## src/rtl/haz_pkg.sv

```systemverilog
// Shared encodings for the hazard controller: forward selects, the load
// result-source code and the memory-wait FSM states.
package haz_pkg;

  localparam logic [1:0] FWD_RF  = 2'b00;
  localparam logic [1:0] FWD_WB  = 2'b01;
  localparam logic [1:0] FWD_MEM = 2'b10;

  localparam logic [1:0] RESULT_SRC_LOAD = 2'b01;

  typedef enum logic [1:0] {
    RUN,
    MEM_WAIT,
    FAULT
  } state_t;

endpackage

```

## src/rtl/fwd_sel.sv

```systemverilog
// Per-operand forwarding select for the execute stage; the M-stage result
// wins over W because it is the younger write to the same register.
module fwd_sel
  import haz_pkg::*;
(
  input  logic [4:0] rsE_i,
  input  logic [4:0] rdM_i,
  input  logic [4:0] rdW_i,
  input  logic       regWriteM_i,
  input  logic       regWriteW_i,
  output logic [1:0] fwd_o
);

  always_comb begin
    fwd_o = FWD_RF;
    if (regWriteM_i && (rdM_i != 5'd0) && (rdM_i == rsE_i)) begin
      fwd_o = FWD_MEM;
    end else if (regWriteW_i && (rdW_i != 5'd0) && (rdW_i == rsE_i)) begin
      fwd_o = FWD_WB;
    end
  end

endmodule

```

## src/rtl/hazard_ctrl.sv

```systemverilog
// Hazard controller for the 5-stage RV32 pipeline: forwarding, load-use and
// branch hazards, data-memory wait sequencing with a timeout watchdog.
// Define HAZ_PERF_CNT_EN to enable the stall/flush performance counters.
module hazard_ctrl
  import haz_pkg::*;
#(
  parameter int TIMEOUT = 255,
  parameter int CNT_W   = 8,
  parameter int PERF_W  = 32
) (
  input  logic              CLK,
  input  logic              reset,
  input  logic [4:0]        rs1D,
  input  logic [4:0]        rs2D,
  input  logic [4:0]        rs1E,
  input  logic [4:0]        rs2E,
  input  logic [4:0]        rdE,
  input  logic [4:0]        rdM,
  input  logic [4:0]        rdW,
  input  logic [1:0]        ResultSrcE,
  input  logic              regWriteM,
  input  logic              regWriteW,
  input  logic              pcSrcE,
  input  logic              memReqM,
  input  logic              memReadyM,
  output logic [1:0]        forwardAE,
  output logic [1:0]        forwardBE,
  output logic              stallF,
  output logic              stallD,
  output logic              flushD,
  output logic              flushE,
  output logic              stallE,
  output logic              stallM,
  output logic              memFault,
  output logic [PERF_W-1:0] stallCnt,
  output logic [PERF_W-1:0] flushCnt
);

  localparam logic [CNT_W-1:0] TIMEOUT_C = CNT_W'(TIMEOUT);

  state_t           state_q, state_d;
  logic [CNT_W-1:0] waitCnt_q, waitCnt_d;
  logic [1:0]       fwdA, fwdB;
  logic             lwStall, memMiss, memStall;

  fwd_sel u_fwdA (
    .rsE_i       (rs1E),
    .rdM_i       (rdM),
    .rdW_i       (rdW),
    .regWriteM_i (regWriteM),
    .regWriteW_i (regWriteW),
    .fwd_o       (fwdA)
  );

  fwd_sel u_fwdB (
    .rsE_i       (rs2E),
    .rdM_i       (rdM),
    .rdW_i       (rdW),
    .regWriteM_i (regWriteM),
    .regWriteW_i (regWriteW),
    .fwd_o       (fwdB)
  );

  assign lwStall  = (ResultSrcE == RESULT_SRC_LOAD) && (rdE != 5'd0) &&
                    ((rdE == rs1D) || (rdE == rs2D));
  assign memMiss  = memReqM && !memReadyM;
  assign memStall = memMiss || (state_q == FAULT);

  always_ff @(posedge CLK) begin
    if (reset) begin
      state_q   <= RUN;
      waitCnt_q <= '0;
    end else begin
      state_q   <= state_d;
      waitCnt_q <= waitCnt_d;
    end
  end

  // The wait counter reaching TIMEOUT while still not ready is the watchdog trip.
  always_comb begin
    state_d   = state_q;
    waitCnt_d = waitCnt_q;
    case (state_q)
      RUN: begin
        if (memMiss) begin
          state_d   = MEM_WAIT;
          waitCnt_d = CNT_W'(1);
        end
      end
      MEM_WAIT: begin
        if (memReadyM || !memReqM) begin
          state_d   = RUN;
          waitCnt_d = '0;
        end else if (waitCnt_q == TIMEOUT_C) begin
          state_d = FAULT;
        end else begin
          waitCnt_d = waitCnt_q + CNT_W'(1);
        end
      end
      FAULT: begin
        state_d = FAULT;
      end
      default: begin
        state_d   = RUN;
        waitCnt_d = '0;
      end
    endcase
  end

  // A memory stall freezes everything, so a branch resolved in E is held, not lost.
  always_comb begin
    forwardAE = fwdA;
    forwardBE = fwdB;
    stallF    = 1'b0;
    stallD    = 1'b0;
    stallE    = 1'b0;
    stallM    = 1'b0;
    flushD    = 1'b0;
    flushE    = 1'b0;
    memFault  = (state_q == FAULT);
    if (reset) begin
      forwardAE = FWD_RF;
      forwardBE = FWD_RF;
      flushD    = 1'b1;
      flushE    = 1'b1;
    end else if (memStall) begin
      stallF = 1'b1;
      stallD = 1'b1;
      stallE = 1'b1;
      stallM = 1'b1;
    end else if (pcSrcE) begin
      flushD = 1'b1;
      flushE = 1'b1;
    end else if (lwStall) begin
      stallF = 1'b1;
      stallD = 1'b1;
      flushE = 1'b1;
    end
  end

`ifdef HAZ_PERF_CNT_EN
  logic [PERF_W-1:0] stallCnt_q, flushCnt_q;

  always_ff @(posedge CLK) begin
    if (reset) begin
      stallCnt_q <= '0;
      flushCnt_q <= '0;
    end else begin
      if (stallF || stallM) stallCnt_q <= stallCnt_q + PERF_W'(1);
      if (flushE)           flushCnt_q <= flushCnt_q + PERF_W'(1);
    end
  end

  assign stallCnt = stallCnt_q;
  assign flushCnt = flushCnt_q;
`else
  assign stallCnt = '0;
  assign flushCnt = '0;
`endif

endmodule

```

## config.mk

```make
export PLATFORM = sky130hd
export DESIGN_NAME = hazard_ctrl
export DESIGN_NICKNAME = d
export VERILOG_FILES = /design/src/rtl/haz_pkg.sv /design/src/rtl/fwd_sel.sv /design/src/rtl/hazard_ctrl.sv
export SDC_FILE = /design/constraint.sdc
export NUM_CORES = 1
export LEC_CHECK = 0
export ABC_CLOCK_PERIOD_IN_PS = 1900
export BUFFER_PORTS_ARGS = -buffer_cell sky130_fd_sc_hd__buf_2
export CAP_MARGIN = 5
export CORE_MARGIN = 3
export CORE_UTILIZATION = 40
export CTS_CLUSTER_DIAMETER = 50
export CTS_CLUSTER_SIZE = 16
export DETAILED_ROUTE_END_ITERATION = 8
export GPL_ROUTABILITY_DRIVEN = 0
export GPL_TIMING_DRIVEN = 1
export HOLD_SLACK_MARGIN = 0.1
export PLACE_DENSITY = 0.81
export SYNTH_ARGS = -nofsm -noshare
export SYNTH_HDL_FRONTEND = slang
export SYNTH_SLANG_ARGS = --single-unit
```

## constraint.sdc

```tcl
create_clock -name CLK -period 1.9 [get_ports CLK]
set_input_delay 0.285 -clock CLK [delete_from_list [all_inputs] [get_ports CLK]]
set_output_delay 0.285 -clock CLK [all_outputs]
set_load 0.02 [all_outputs]
```

==> results of run 1 <==
[state kept, by name (all words and copies together) (netlist names)]
register   flops
state_q        2
waitCnt_q      8
[synth_stat cells, drive strengths merged, types with 2 or more instances]
cell type and number:
dfxtp 10, nand2b 2, nor3 8, clkbuf 4, o31ai 2, xnor2 11
buf 67, or4b 2, nor4 4, or4 5, inv 5, o21ai 5
nor2 7, a21oi 7, or3 4, o22ai 2, a31oi 3, xor2 20
nor2b 3, nand2 6, nand3 3, and4 3
[layout by cell type, fill, tap and decap left out, drive strengths merged, types with 2 or more instances in the layout]
master  instances
a21oi           7
a31oi           3
and4            3
buf            64
clkbuf          4
conb           64
dfxtp          10
inv             5
nand2           6
nand2b          2
nand3           3
nor2            7
nor2b           3
nor3            8
nor4            4
o21ai           5
o22ai           2
o31ai           2
or3             4
or4             5
or4b            2
xnor2          11
xor2           20
[worst paths after layout]
path | startpoint | to | slack (ns) | cells past startpoint
hold reg to reg | waitCnt_q[4] | waitCnt_q[4] | 0.49 | 2
hold / removal | reset | waitCnt_q[4] | 0.46 | 3
setup / recovery | rdM[0] | forwardAE[0] | 0.02 | 6
setup reg to reg | waitCnt_q[0] | waitCnt_q[2] | 0.21 | 5
[cells by family after synthesis]
family                     synth area share, %
buffers and inverters                     34.7
DFF                                       13.0
muxes                                     1.38
adders and majority gates                0.812
AOI/OAI and AO/OA                         9.91
and+or+nand+nor                           22.3
xor gates and xnor gates                  17.6
other                                    0.243
[metal layers]
metal,vias up,GRT usage [%]
met4,0,3.47
li1,673,-
met1,602,14.9
met3,4,2.96
met2,56,25.5
met5,-,0
[critical path: cells and delay by family]
| kind | cells | cell delay [ns] |
|---|---|---|
| AOI/OAI and AO/OA | 1 | 0.17 |
| buffers and inverters | 2 | 0.27 |
| and+or+nand+nor | 3 | 0.86 |
[through the flow]
| step | setup slack, ns | TNS, ns |
|---|---|---|
| global route | -0.0286 | -0.0395 |
| detailed placement | -0.0194 | -0.0253 |
| CTS | 0.00444 | 0 |
| finish | 0.0231 | 0 |
| global placement | -0.0123 | -0.0219 |
| floorplan | 0.0259 | 0 |
[where the power goes]
part	internal (uW)	switching (uW)
Clock	183	91.3
Sequential	213	3.51
Combinational	106	221
Total	502	316
[final cells by class]
class,instances,area (um^2)
flip-flops and latches,10,200
inverters,5,18.8
repair buffers,64,360
clock buffers,4,55.1
well taps,46,57.6
multi-input cells,176,1090
fillers,356,1740
[what timing repair did]
| action | in CTS | in global routing |
|---|---|---|
| resized for setup | 6 | 7 |
| pin swaps | 5 | 4 |
| gates cloned | 0 | 0 |
| setup endpoints to repair | 2 | 5 |
| buffers inserted | 1 | 2 |
==> flow_summary.ini, run 1 <==
[sta]
tightest_slew_ns = 0.653
finalHoldViolations = 0
clock.fmax_ghz = 0.533
drv_slew = 0
whs_ns = 0.464
period_needed_ns = 1.88
rsz0062_at_grt = true
post-route-period-util_pct = 98.8
max-slew-margin-rel_pct = 56.4
finalSetupViolations = 0
skew_ns = 0.000713

[worst_setup_path]
arrival_ns = 1.59
start_kind = primary input
critical-path-max-stage-delay_ns = 0.53
crit_slowest_cell = or4_4
worstPathCellList = buf_6 -> or4_4 -> o21ai_4 -> nor3_4 -> nor4_4 -> buf_4
crit_type = primary input to output port
cp-end-kind = output port
required_ns = 1.62
crit_fanout = 2

[synthesis]
synth_top_area_share_pct = 32.2
synth.avg_cell_area_um2 = 7.74
synth_cell_types = 42
synth_top_cell_by_area = buf_4
ys_seq_area_share_pct = 13.0
yosysWarnings = 0
synth_edf_count = 0
syn-cell-area_mm2 = 0.00154
synthFlopType = dfxtp_1
yosys-top-cells-area = buf_4 (32%), dfxtp_1 (13%), xor2_1 (11%)
ys_ff_latch = 10
async_flop_share_pct = 0
synthCells = 199

[clocking]
clkSinkCount = 10
root_buffer = clkbuf_8
cts_max_path_buffers = 2
clk_latency_ns = 0.24
cts_tree = done
cts_buffers = 3
path_clk_slew_ns = 0.05
htree_levels = 1
postCtsHoldBufs = 0

[grt]
grt_usage_pct = 13.4
overflow = 0
grt_pass1_wl_mm = 4.91
grt_max_degree = 19
antenna_found_initial = 0
grt_pass1_vias = 1187

[detailed_routing]
route.detailed.drc = 0
routed_wl_mm = 3.26
first_iter_violations = 67
via_count = 1335
met1_length_mm = 1.24
ant_nets = 0
top_layer_used = met4
drtPass1Iterations = 3
drt-vias-per-instance = 4.38
wl_met3_um = 253
wl_met2_mm = 1.74
wl_per_cell_um = 10.7

[layout]
drive_above_1_share_pct = 31.7
diodes = 0
layoutNonFillerInstCount = 305
fin_area_mm2 = 0.00178
nets = 305
syn_to_final_growth_pct = 15.6
postLayoutCoreUtil_pct = 50.6

[run]
drv_cap = 0

[status]
outcome = finished, final reports clean

[power_and_ir_drop]
peakVddDrop_mv = 0.206
finalPower_uw = 818
cellLeakagePower_uw = 0.000869
p_per_area_mw_per_mm2 = 460

[die]
start_util_pct = 43.7
die_w_um = 68.1
core_area_mm2 = 0.00352
die_area_mm2 = 0.00463
die_y_um = 68.1
io-pin-count = 119
placementRows = 21

[place]
io_buffer_count = 54
dp_cells = 299
dpl.hpwl_mm = 2.77
place_area_mm2 = 0.00165

[hold_path]
hold_class = primary input to flop
Power figures use the tool's default switching activity.
==> run 2, diff against run 1 <==
- SETUP_SLACK_MARGIN: default -> 0.05
==> run 2 against run 1 <==
Hold slack lost 0.014 ns. Total power increased by 0.98%. Register-to-register slack worse by 0.05 ns. Cell count fell by 0.98%. First-iteration DRC count decreased by 49%. Combinational power is 2% higher. Clock skew rose by 0.0059 ns. Final area up 1.6%. Sequential share of layout area fell by 0.18 points. Critical path type unchanged.
==> flow_summary.ini, run 2 (synthesis gave the netlist of run 1 again) <==
[clocking]
path_clk_slew_ns = 0.05
cts_max_path_buffers = 2
root_buffer = clkbuf_8
cts_tree = done
clkSinkCount = 10
cts_buffers = 3
clk_latency_ns = 0.24
htree_levels = 1

[detailed_routing]
route.detailed.drc = 0
drtPass1Iterations = 4
via_count = 1343
routed_wl_mm = 3.40
first_iter_violations = 34
drt-vias-per-instance = 4.45
ant_nets = 0
wl_per_cell_um = 11.2

[hold_path]
hold_class = primary input to flop
whs_path_depth = 3
whs_endpoint = waitCnt_q[6]
hp-start = reset

[place]
io_buffer_count = 54
dp_cells = 296
dpl.hpwl_mm = 2.80
place_area_mm2 = 0.00164

[worst_setup_path]
required_ns = 1.62
cp_top_family = simple AND/OR/NAND/NOR gates
ff2ff_setup_slack_ns = 0.16
crit_start = rdW[1]
cp.buffers_inverters = 2
start_kind = primary input
r2r-end = waitCnt_q[2]
cp-end-kind = output port
worstPathCellList = buf_2 -> xor2_1 -> or4_4 -> nor4_4 -> buf_4
r2r_cells = 5
crit_slowest_cell = or4_4
crit_fanout = 3
critical-path-max-stage-delay_ns = 0.56
r2r_start = waitCnt_q[0]
arrival_ns = 1.56
crit_type = primary input to output port

[sta]
finalHoldViolations = 0
drv_slew = 0
clock.fmax_ghz = 0.541
skew_ns = 0.00657
rsz0062_at_grt = true
period_needed_ns = 1.85
finalSetupViolations = 0
post-route-period-util_pct = 97.2

[layout]
largest_register = waitCnt_q
final_common_cell = conb_1
drive_above_1_share_pct = 31.6
largest_register_ffs = 8
top_regs = waitCnt_q (8), state_q (2)
layoutNonFillerInstCount = 302
syn_to_final_growth_pct = 17.5
final_cell_mix = conb_1 (64), buf_2 (45), xor2_1 (19)
fin_area_mm2 = 0.00181
diodes = 0
nets = 302

[die]
die_area_mm2 = 0.00463
die_w_um = 68.1
placementRows = 21
io-pin-count = 119
core_area_mm2 = 0.00352
start_util_pct = 43.7
die_y_um = 68.1

[power_and_ir_drop]
finalPower_uw = 826
cellLeakagePower_uw = 0.000865
p_per_area_mw_per_mm2 = 457
peakVddDrop_mv = 0.192

[grt]
grt_pass1_wl_mm = 4.97
antenna_found_initial = 0
grt_pass1_vias = 1190
grt_max_degree = 19
overflow = 0
grt_usage_pct = 13.6

[run]
drv_cap = 0

[status]
outcome = finished, final reports clean
run 2: power breakdown:
group          switching (uW)  internal [uW]  leakage (uW)
Clock                    92.1            183     0.0000288
Sequential               3.23            213     0.0000810
Combinational             225            109      0.000756
Total                     321            506      0.000865
run 2: through the flow:
stage / setup TNS, ns / hold slack, ns / utilization (%) / setup slack (ns)
finish: 0 / 0.450 / 51.4 / 0.0524
global route: 0 / 0.465 / 51.4 / 0.0160
CTS: 0 / 0.447 / 48.6 / 0.0466
detailed placement: -0.0761 / 0.484 / 46.7 / -0.0510
global placement: -0.0170 / 0.476 / 46.7 / -0.0120
floorplan: 0 / 0.458 / - / 0.0324
run 2: cell type report:
class	instances	area, um^2
Tap cell	46	57.6
Timing Repair Buffer	61	368
Fill cell	351	1710
Inverter	5	18.8
Multi-Input combinational cell	176	1110
Clock buffer	4	55.1
Sequential cell	10	200
run 2: worst min-delay path: cells and delay by family:
kind	cells	cell delay, ns
AOI/OAI and AO/OA	1	0.05
buffers and inverters	2	0.31
run 2: routing by layer:
layer	share of wire, %	wire length [um]	track usage (%)
met3	6.8	232	3.12
met2	56	1910	25.9
met4	1.6	55	4.22
met5	0	0	0
met1	35	1190	14.7
run 2: worst max-delay path by stage:
stage          depth (start not counted)            to  slack, ns
4_1_cts                                5  forwardAE[0]       0.05
2_1_floorplan                          5  forwardAE[0]       0.03
6_report                               5  forwardAE[0]       0.05
3_5_place_dp                           6  forwardAE[0]      -0.05
5_1_grt                                6  forwardBE[0]       0.02
3_3_place_gp                           6  forwardAE[0]      -0.01
run 2: timing repair:
item                       CTS  global route
setup buffers                0             2
hold buffers                 0             0
setup endpoints to repair    2             5
pin swaps                    2             5
resized for setup            4            21
